`src/rtl/instr_encoder.sv`:
```
// rtl/instr_encoder.sv - RV32I micro-op encoder with legality check, encode register stage and output FIFO
module instr_encoder #(
    parameter int DEPTH = 4
) (
    input  logic        clk,
    input  logic        rst_n,
    input  logic        inValid,
    output logic        inReady,
    input  logic [4:0]  inOp,
    input  logic [4:0]  inRd,
    input  logic [4:0]  inRs1,
    input  logic [4:0]  inRs2,
    input  logic [31:0] inImm,
    output logic        outValid,
    input  logic        outReady,
    output logic [31:0] outInstr,
    output logic        err,
    output logic [7:0]  errCount
);

    localparam int AW = $clog2(DEPTH);
    localparam logic [AW:0] FULL_COUNT = (AW + 1)'(DEPTH);

    localparam logic [6:0] OPC_OP     = 7'b0110011;
    localparam logic [6:0] OPC_IMM    = 7'b0010011;
    localparam logic [6:0] OPC_LOAD   = 7'b0000011;
    localparam logic [6:0] OPC_STORE  = 7'b0100011;
    localparam logic [6:0] OPC_BRANCH = 7'b1100011;
    localparam logic [6:0] OPC_JAL    = 7'b1101111;
    localparam logic [6:0] OPC_JALR   = 7'b1100111;
    localparam logic [6:0] F7_BASE    = 7'b0000000;
    localparam logic [6:0] F7_ALT     = 7'b0100000;
    localparam logic [31:0] NOP_WORD  = 32'h0000_0013;

    logic signed [31:0] simm;
    logic               imm12_ok;
    logic               shamt_ok;
    logic               branch_ok;
    logic               jal_ok;
    logic [31:0]        enc_word;
    logic               enc_legal;

    logic               stage_valid;
    logic               stage_legal;
    logic [31:0]        stage_word;
    logic               stage_drain;
    logic               in_fire;

    logic [31:0]        mem [DEPTH];
    logic [AW-1:0]      wptr;
    logic [AW-1:0]      rptr;
    logic [AW:0]        count;
    logic               full;
    logic               push;
    logic               pop;

    assign simm      = inImm;
    assign imm12_ok  = (simm >= -32'sd2048) && (simm <= 32'sd2047);
    assign shamt_ok  = (simm >= 32'sd0) && (simm <= 32'sd31);
    assign branch_ok = (simm >= -32'sd4096) && (simm <= 32'sd4094) && !inImm[0];
    assign jal_ok    = (simm >= -32'sd1048576) && (simm <= 32'sd1048574) && !inImm[0];

    // Pack the request into an RV32I word and flag out-of-range immediates or unknown ops
    always_comb begin
        enc_word  = NOP_WORD;
        enc_legal = 1'b1;
        case (inOp)
            5'd0:  enc_word = {F7_BASE, inRs2, inRs1, 3'b000, inRd, OPC_OP};
            5'd1:  enc_word = {F7_ALT,  inRs2, inRs1, 3'b000, inRd, OPC_OP};
            5'd2:  enc_word = {F7_BASE, inRs2, inRs1, 3'b100, inRd, OPC_OP};
            5'd3:  enc_word = {F7_BASE, inRs2, inRs1, 3'b110, inRd, OPC_OP};
            5'd4:  enc_word = {F7_BASE, inRs2, inRs1, 3'b111, inRd, OPC_OP};
            5'd5:  enc_word = {F7_BASE, inRs2, inRs1, 3'b001, inRd, OPC_OP};
            5'd6:  enc_word = {F7_BASE, inRs2, inRs1, 3'b101, inRd, OPC_OP};
            5'd7:  enc_word = {F7_ALT,  inRs2, inRs1, 3'b101, inRd, OPC_OP};
            5'd8:  begin enc_word = {inImm[11:0], inRs1, 3'b000, inRd, OPC_IMM}; enc_legal = imm12_ok; end
            5'd9:  begin enc_word = {inImm[11:0], inRs1, 3'b100, inRd, OPC_IMM}; enc_legal = imm12_ok; end
            5'd10: begin enc_word = {inImm[11:0], inRs1, 3'b110, inRd, OPC_IMM}; enc_legal = imm12_ok; end
            5'd11: begin enc_word = {inImm[11:0], inRs1, 3'b111, inRd, OPC_IMM}; enc_legal = imm12_ok; end
            5'd12: begin enc_word = {F7_BASE, inImm[4:0], inRs1, 3'b001, inRd, OPC_IMM}; enc_legal = shamt_ok; end
            5'd13: begin enc_word = {F7_BASE, inImm[4:0], inRs1, 3'b101, inRd, OPC_IMM}; enc_legal = shamt_ok; end
            5'd14: begin enc_word = {F7_ALT,  inImm[4:0], inRs1, 3'b101, inRd, OPC_IMM}; enc_legal = shamt_ok; end
            5'd15: begin enc_word = {inImm[11:0], inRs1, 3'b010, inRd, OPC_LOAD}; enc_legal = imm12_ok; end
            5'd16: begin
                enc_word  = {inImm[11:5], inRs2, inRs1, 3'b010, inImm[4:0], OPC_STORE};
                enc_legal = imm12_ok;
            end
            5'd17: begin
                enc_word  = {inImm[12], inImm[10:5], inRs2, inRs1, 3'b000, inImm[4:1], inImm[11], OPC_BRANCH};
                enc_legal = branch_ok;
            end
            5'd18: begin
                enc_word  = {inImm[12], inImm[10:5], inRs2, inRs1, 3'b001, inImm[4:1], inImm[11], OPC_BRANCH};
                enc_legal = branch_ok;
            end
            5'd19: begin
                enc_word  = {inImm[12], inImm[10:5], inRs2, inRs1, 3'b100, inImm[4:1], inImm[11], OPC_BRANCH};
                enc_legal = branch_ok;
            end
            5'd20: begin
                enc_word  = {inImm[12], inImm[10:5], inRs2, inRs1, 3'b101, inImm[4:1], inImm[11], OPC_BRANCH};
                enc_legal = branch_ok;
            end
            5'd21: begin
                enc_word  = {inImm[20], inImm[10:1], inImm[11], inImm[19:12], inRd, OPC_JAL};
                enc_legal = jal_ok;
            end
            5'd22: begin enc_word = {inImm[11:0], inRs1, 3'b000, inRd, OPC_JALR}; enc_legal = imm12_ok; end
            5'd23: enc_word = NOP_WORD;
            default: begin enc_word = 32'h0; enc_legal = 1'b0; end
        endcase
    end

    // A popping consumer frees a slot in the same cycle, so a full FIFO can still take the stage word
    assign full        = (count == FULL_COUNT);
    assign pop         = outValid && outReady;
    assign push        = stage_valid && stage_legal && (!full || pop);
    assign stage_drain = stage_valid && (!stage_legal || !full || pop);
    assign inReady     = !stage_valid || stage_drain;
    assign in_fire     = inValid && inReady;
    assign err         = stage_valid && !stage_legal;

    // Encode stage: capture a new request, or empty once the word has moved on or been dropped
    always_ff @(posedge clk or negedge rst_n) begin
        if (!rst_n) begin
            stage_valid <= 1'b0;
            stage_legal <= 1'b0;
            stage_word  <= 32'h0;
        end else if (in_fire) begin
            stage_valid <= 1'b1;
            stage_legal <= enc_legal;
            stage_word  <= enc_word;
        end else if (stage_drain) begin
            stage_valid <= 1'b0;
        end
    end

    // FIFO storage; contents need no reset since outInstr is masked while empty
    always_ff @(posedge clk) begin
        if (push) begin
            mem[wptr] <= stage_word;
        end
    end

    // FIFO pointers and occupancy
    always_ff @(posedge clk or negedge rst_n) begin
        if (!rst_n) begin
            wptr  <= '0;
            rptr  <= '0;
            count <= '0;
        end else begin
            if (push) begin
                wptr <= wptr + 1'b1;
            end
            if (pop) begin
                rptr <= rptr + 1'b1;
            end
            if (push && !pop) begin
                count <= count + 1'b1;
            end else if (pop && !push) begin
                count <= count - 1'b1;
            end
        end
    end

    // Saturating tally of dropped illegal requests
    always_ff @(posedge clk or negedge rst_n) begin
        if (!rst_n) begin
            errCount <= 8'h00;
        end else if (err && (errCount != 8'hFF)) begin
            errCount <= errCount + 8'h01;
        end
    end

    assign outValid = (count != '0);
    assign outInstr = outValid ? mem[rptr] : 32'h0;

endmodule

```
`config.mk`:
```
export PLATFORM = sky130hd
export DESIGN_NAME = instr_encoder
export DESIGN_NICKNAME = d
export VERILOG_FILES = /design/src/rtl/instr_encoder.sv
export SDC_FILE = /design/constraint.sdc
export NUM_CORES = 1
export LEC_CHECK = 0
export BUFFER_PORTS_ARGS = -buffer_cell sky130_fd_sc_hd__buf_2
export CAP_MARGIN = 30
export CELL_PAD_IN_SITES_DETAIL_PLACEMENT = 2
export CELL_PAD_IN_SITES_GLOBAL_PLACEMENT = 2
export CORE_ASPECT_RATIO = 1.4
export CORE_MARGIN = 5
export CORE_UTILIZATION = 42
export CTS_BUF_LIST = sky130_fd_sc_hd__clkbuf_8
export CTS_CLUSTER_SIZE = 24
export DETAILED_ROUTE_END_ITERATION = 7
export PLACE_DENSITY = 0.88
export SYNTH_ARGS = -nofsm -noshare
export SYNTH_HDL_FRONTEND = slang
export SYNTH_SLANG_ARGS = --single-unit
```
`constraint.sdc`:
```
create_clock -name clk -period 3.1 [get_ports clk]
set_input_delay 0.155 -clock clk [delete_from_list [all_inputs] [get_ports clk]]
set_output_delay 0.155 -clock clk [all_outputs]
set_load 0.01 [all_outputs]
```
==> impl_metrics.toml <==
[run_status]
status = "complete, no violations"

[drt]
ant_nets = 0
dr.pass1.iters = 5
met3_wirelength_um = 951
drc = 0
wl_mm = 20.92
vias_per_cell = 5.722
routed.top_layer = "met4"
vias = 4869
wl_met1_mm = 8.035
first_iter_violations = 363
post_drt_wl_per_cell_um = 24.58
wl_met2_mm = 11.25

[synthesis]
synth_area_um2 = 7425
async_flop_share_pct = 27.91
seq_area_frac_synth_pct = 66.33
yosysUniqueCellTypes = 57
syn_avg_cell_area_um2 = 14.97
synth_warnings = 0
syn-instance-count = 496
synthFlopType = "edfxtp_1"
synth_edf_count = 124
synth-seq-cells = 172
synth.net_count = 559

[power_and_ir_drop]
p_per_area_nw_per_um2 = 759.0
ir_drop_v = 0.0003694
cellLeakagePower_nw = 3.249
combPwrFrac_pct = 31.7
power_frac_seq_pct = 45.7
p_sw_share_pct = 31.80
p_sw_w = 0.002082
p_int_w = 0.004466
clkPwrFrac_pct = 22.6
finalPower_w = 0.006549

[die]
coreArea_um2 = 17400
initial_core_util_pct = 42.67
die_h_um = 167.3
ios = 99
die_x_um = 122.4
num_rows = 57
die_area_um2 = 20470

[setup_path]
reg2reg_slack_ns = 0.51
path_class = "flop to flop"
cp_max_fo = 8
r2r-start = "count[0]$_DFFE_PN0P_"
arrival_ns = 2.94
cp-start-kind = "flop"
cp-end-kind = "flop"
timing.rr.end = "count[1]$_DFFE_PN0P_"
reg2reg_depth = 6
required_ns = 3.45

[timing]
grt_setup_unrepaired = "no"
clock_skew_ns = 0.01052
hold_ws_ns = 0.02982
tightest_slew_ns = 0.6136
fmax_ghz = 0.3860
max_slew_margin_pct = 58.52
report.final.slew_viol_count = 0
timing.setup.tns_ns = 0
hold_violations = 0
post-route-period-util_pct = 83.57
setup_viol = 0
period_minus_slack_ns = 2.591

[layout]
final_cell_mix = "124 x edfxtp_1, 98 x buf_2, 47 x dfrtp_1, 41 x nand2_1, 35 x and2_1"
stdcell_area_um2 = 8628
nets = 665
drive_gt1_share_pct = 28.62
insertedDiodeCount = 0
syn2layout_area_growth_pct = 16.21
final_common_cell = "edfxtp_1"

[cts]
postCtsResizedCells = 0
h-tree-depth = 4
cts_tree = "yes"
cts_root_buf = "clkbuf_8"
cts_buffers = 17
clk_pin_slew_ns = 0.09
clock_latency_ns = 0.46
cts_buffer_depth = 2
cts_sinks = 172

[grt]
grt_usage_pct = 21.51
grt_overflow = 0
grt_pass1_vias = 5563
grt_antenna_before_repair = 0
grt_pass1_wl_mm = 32.98
grt_max_degree = 35

[job]
drv_cap = 0

[min_path]
hp-class = "primary input to flop"
min_from = "inRd[1]"
holdPathStages = 3
hold_path_end = "stage_word[8]$_DFFE_PN0P_"

[placed_design]
gp_congestion = 0.8374
dp_hpwl_mm = 14.68
io_buffers = 98
place_area_um2 = 8190
## worst max-delay path by stage
stage,start,endpoint,slack [ns]
2_1_floorplan,count[0]$_DFFE_PN0P_,count[1]$_DFFE_PN0P_,0.98
3_3_place_gp,count[0]$_DFFE_PN0P_,count[1]$_DFFE_PN0P_,0.83
3_5_place_dp,count[0]$_DFFE_PN0P_,count[1]$_DFFE_PN0P_,0.55
4_1_cts,count[0]$_DFFE_PN0P_,count[1]$_DFFE_PN0P_,0.45
5_1_grt,count[0]$_DFFE_PN0P_,count[1]$_DFFE_PN0P_,0.34
6_report,count[0]$_DFFE_PN0P_,count[1]$_DFFE_PN0P_,0.51
## cell type report
class / count / area (um^2)
inverter: 9 / 33.78
timing repair buffer: 116 / 668.1
clock buffer: 17 / 234.0
clock inverter: 15 / 133.9
multi-input combinational: 286 / 2337
tap: 236 / 295.3
fill: 1715 / 8773
sequential: 172 / 4926
## power groups by stage
stage,Sequential [W],Combinational [W],Clock (W)
CTS,0.00300,0.00214,0.00152
detailed placement,0.00304,0.00212,0
global route,0.00303,0.00226,0.00164
floorplan,0.00298,0.00133,0
finish,0.00299,0.00208,0.00148
global placement,0.00299,0.00200,0
## timing repair
action                    CTS  global route
hold buffers                7             0
buffers inserted            0             0
hold endpoints to repair   55             0
## cell families (layout without fill, tap and decap cells)
| group | count (synthesis) | count (layout) | share of synthesized area [%] |
|---|---|---|---|
| buf+inv | 38 | 157 | 2.191 |
| flops | 172 | 172 | 66.33 |
| fa+ha+maj | 7 | 7 | 1.281 |
| mux | 35 | 35 | 9.976 |
| xor+xnor | 15 | 15 | 1.770 |
| compound gates | 87 | 87 | 8.207 |
| simple gates | 142 | 142 | 10.25 |
## critical path, cell delays in order (launching register included)
cell	delay (ns)
dfrtp_1	0.46
nor4b_1	0.60
nor2_1	0.30
ha_1	0.32
inv_1	0.10
fa_1	0.43
mux2_2	0.27
## flip-flops by register name, summed over array words and instances, names as in the netlist
signal       flops
stage_legal      1
rptr             2
stage_word      31
count            3
wptr             2
errCount         8
mem            124
stage_valid      1
## cell usage after synthesis (5+ instances only)
cell type    n  share of area (%)
a21oi_1      7               0.47
a22o_1       6               0.71
a22oi_1     15                1.5
and2_1      35                2.9
buf_1        5               0.25
buf_2        7               0.47
clkbuf_1    15               0.76
dfrtp_1     48                 16
edfxtp_1   124                 50
ha_1         6                1.0
inv_1        9               0.45
mux4_2      31                9.4
nand2_1     41                2.1
nand3_1     11               0.74
nand4_1     12                1.0
nor2_1      13               0.66
nor3_1       6               0.40
nor4_1       5               0.42
o21ai_0     30                2.0
xnor2_1      9                1.1
xor2_1       6               0.71
## metal layers
| layer | GRT usage, % | vias up |
|---|---|---|
| li1 | - | 2118 |
| met1 | 26.23 | 2536 |
| met2 | 37.10 | 172 |
| met3 | 4.420 | 43 |
| met4 | 8.528 | 0 |
| met5 | 0 | - |
## metrics by stage
| stage | utilization (%) | std cells | setup slack [ns] |
|---|---|---|---|
| after global placement | 46.95 | 811 | 0.8258 |
| final | 49.58 | 851 | 0.5094 |
| after global routing | 49.58 | 851 | 0.3418 |
| after detailed placement | 47.07 | 812 | 0.5490 |
| after CTS | 49.58 | 851 | 0.4466 |
| after floorplan | - | 496 | 0.9773 |
No activity file was read; power rests on OpenSTA's default activity.
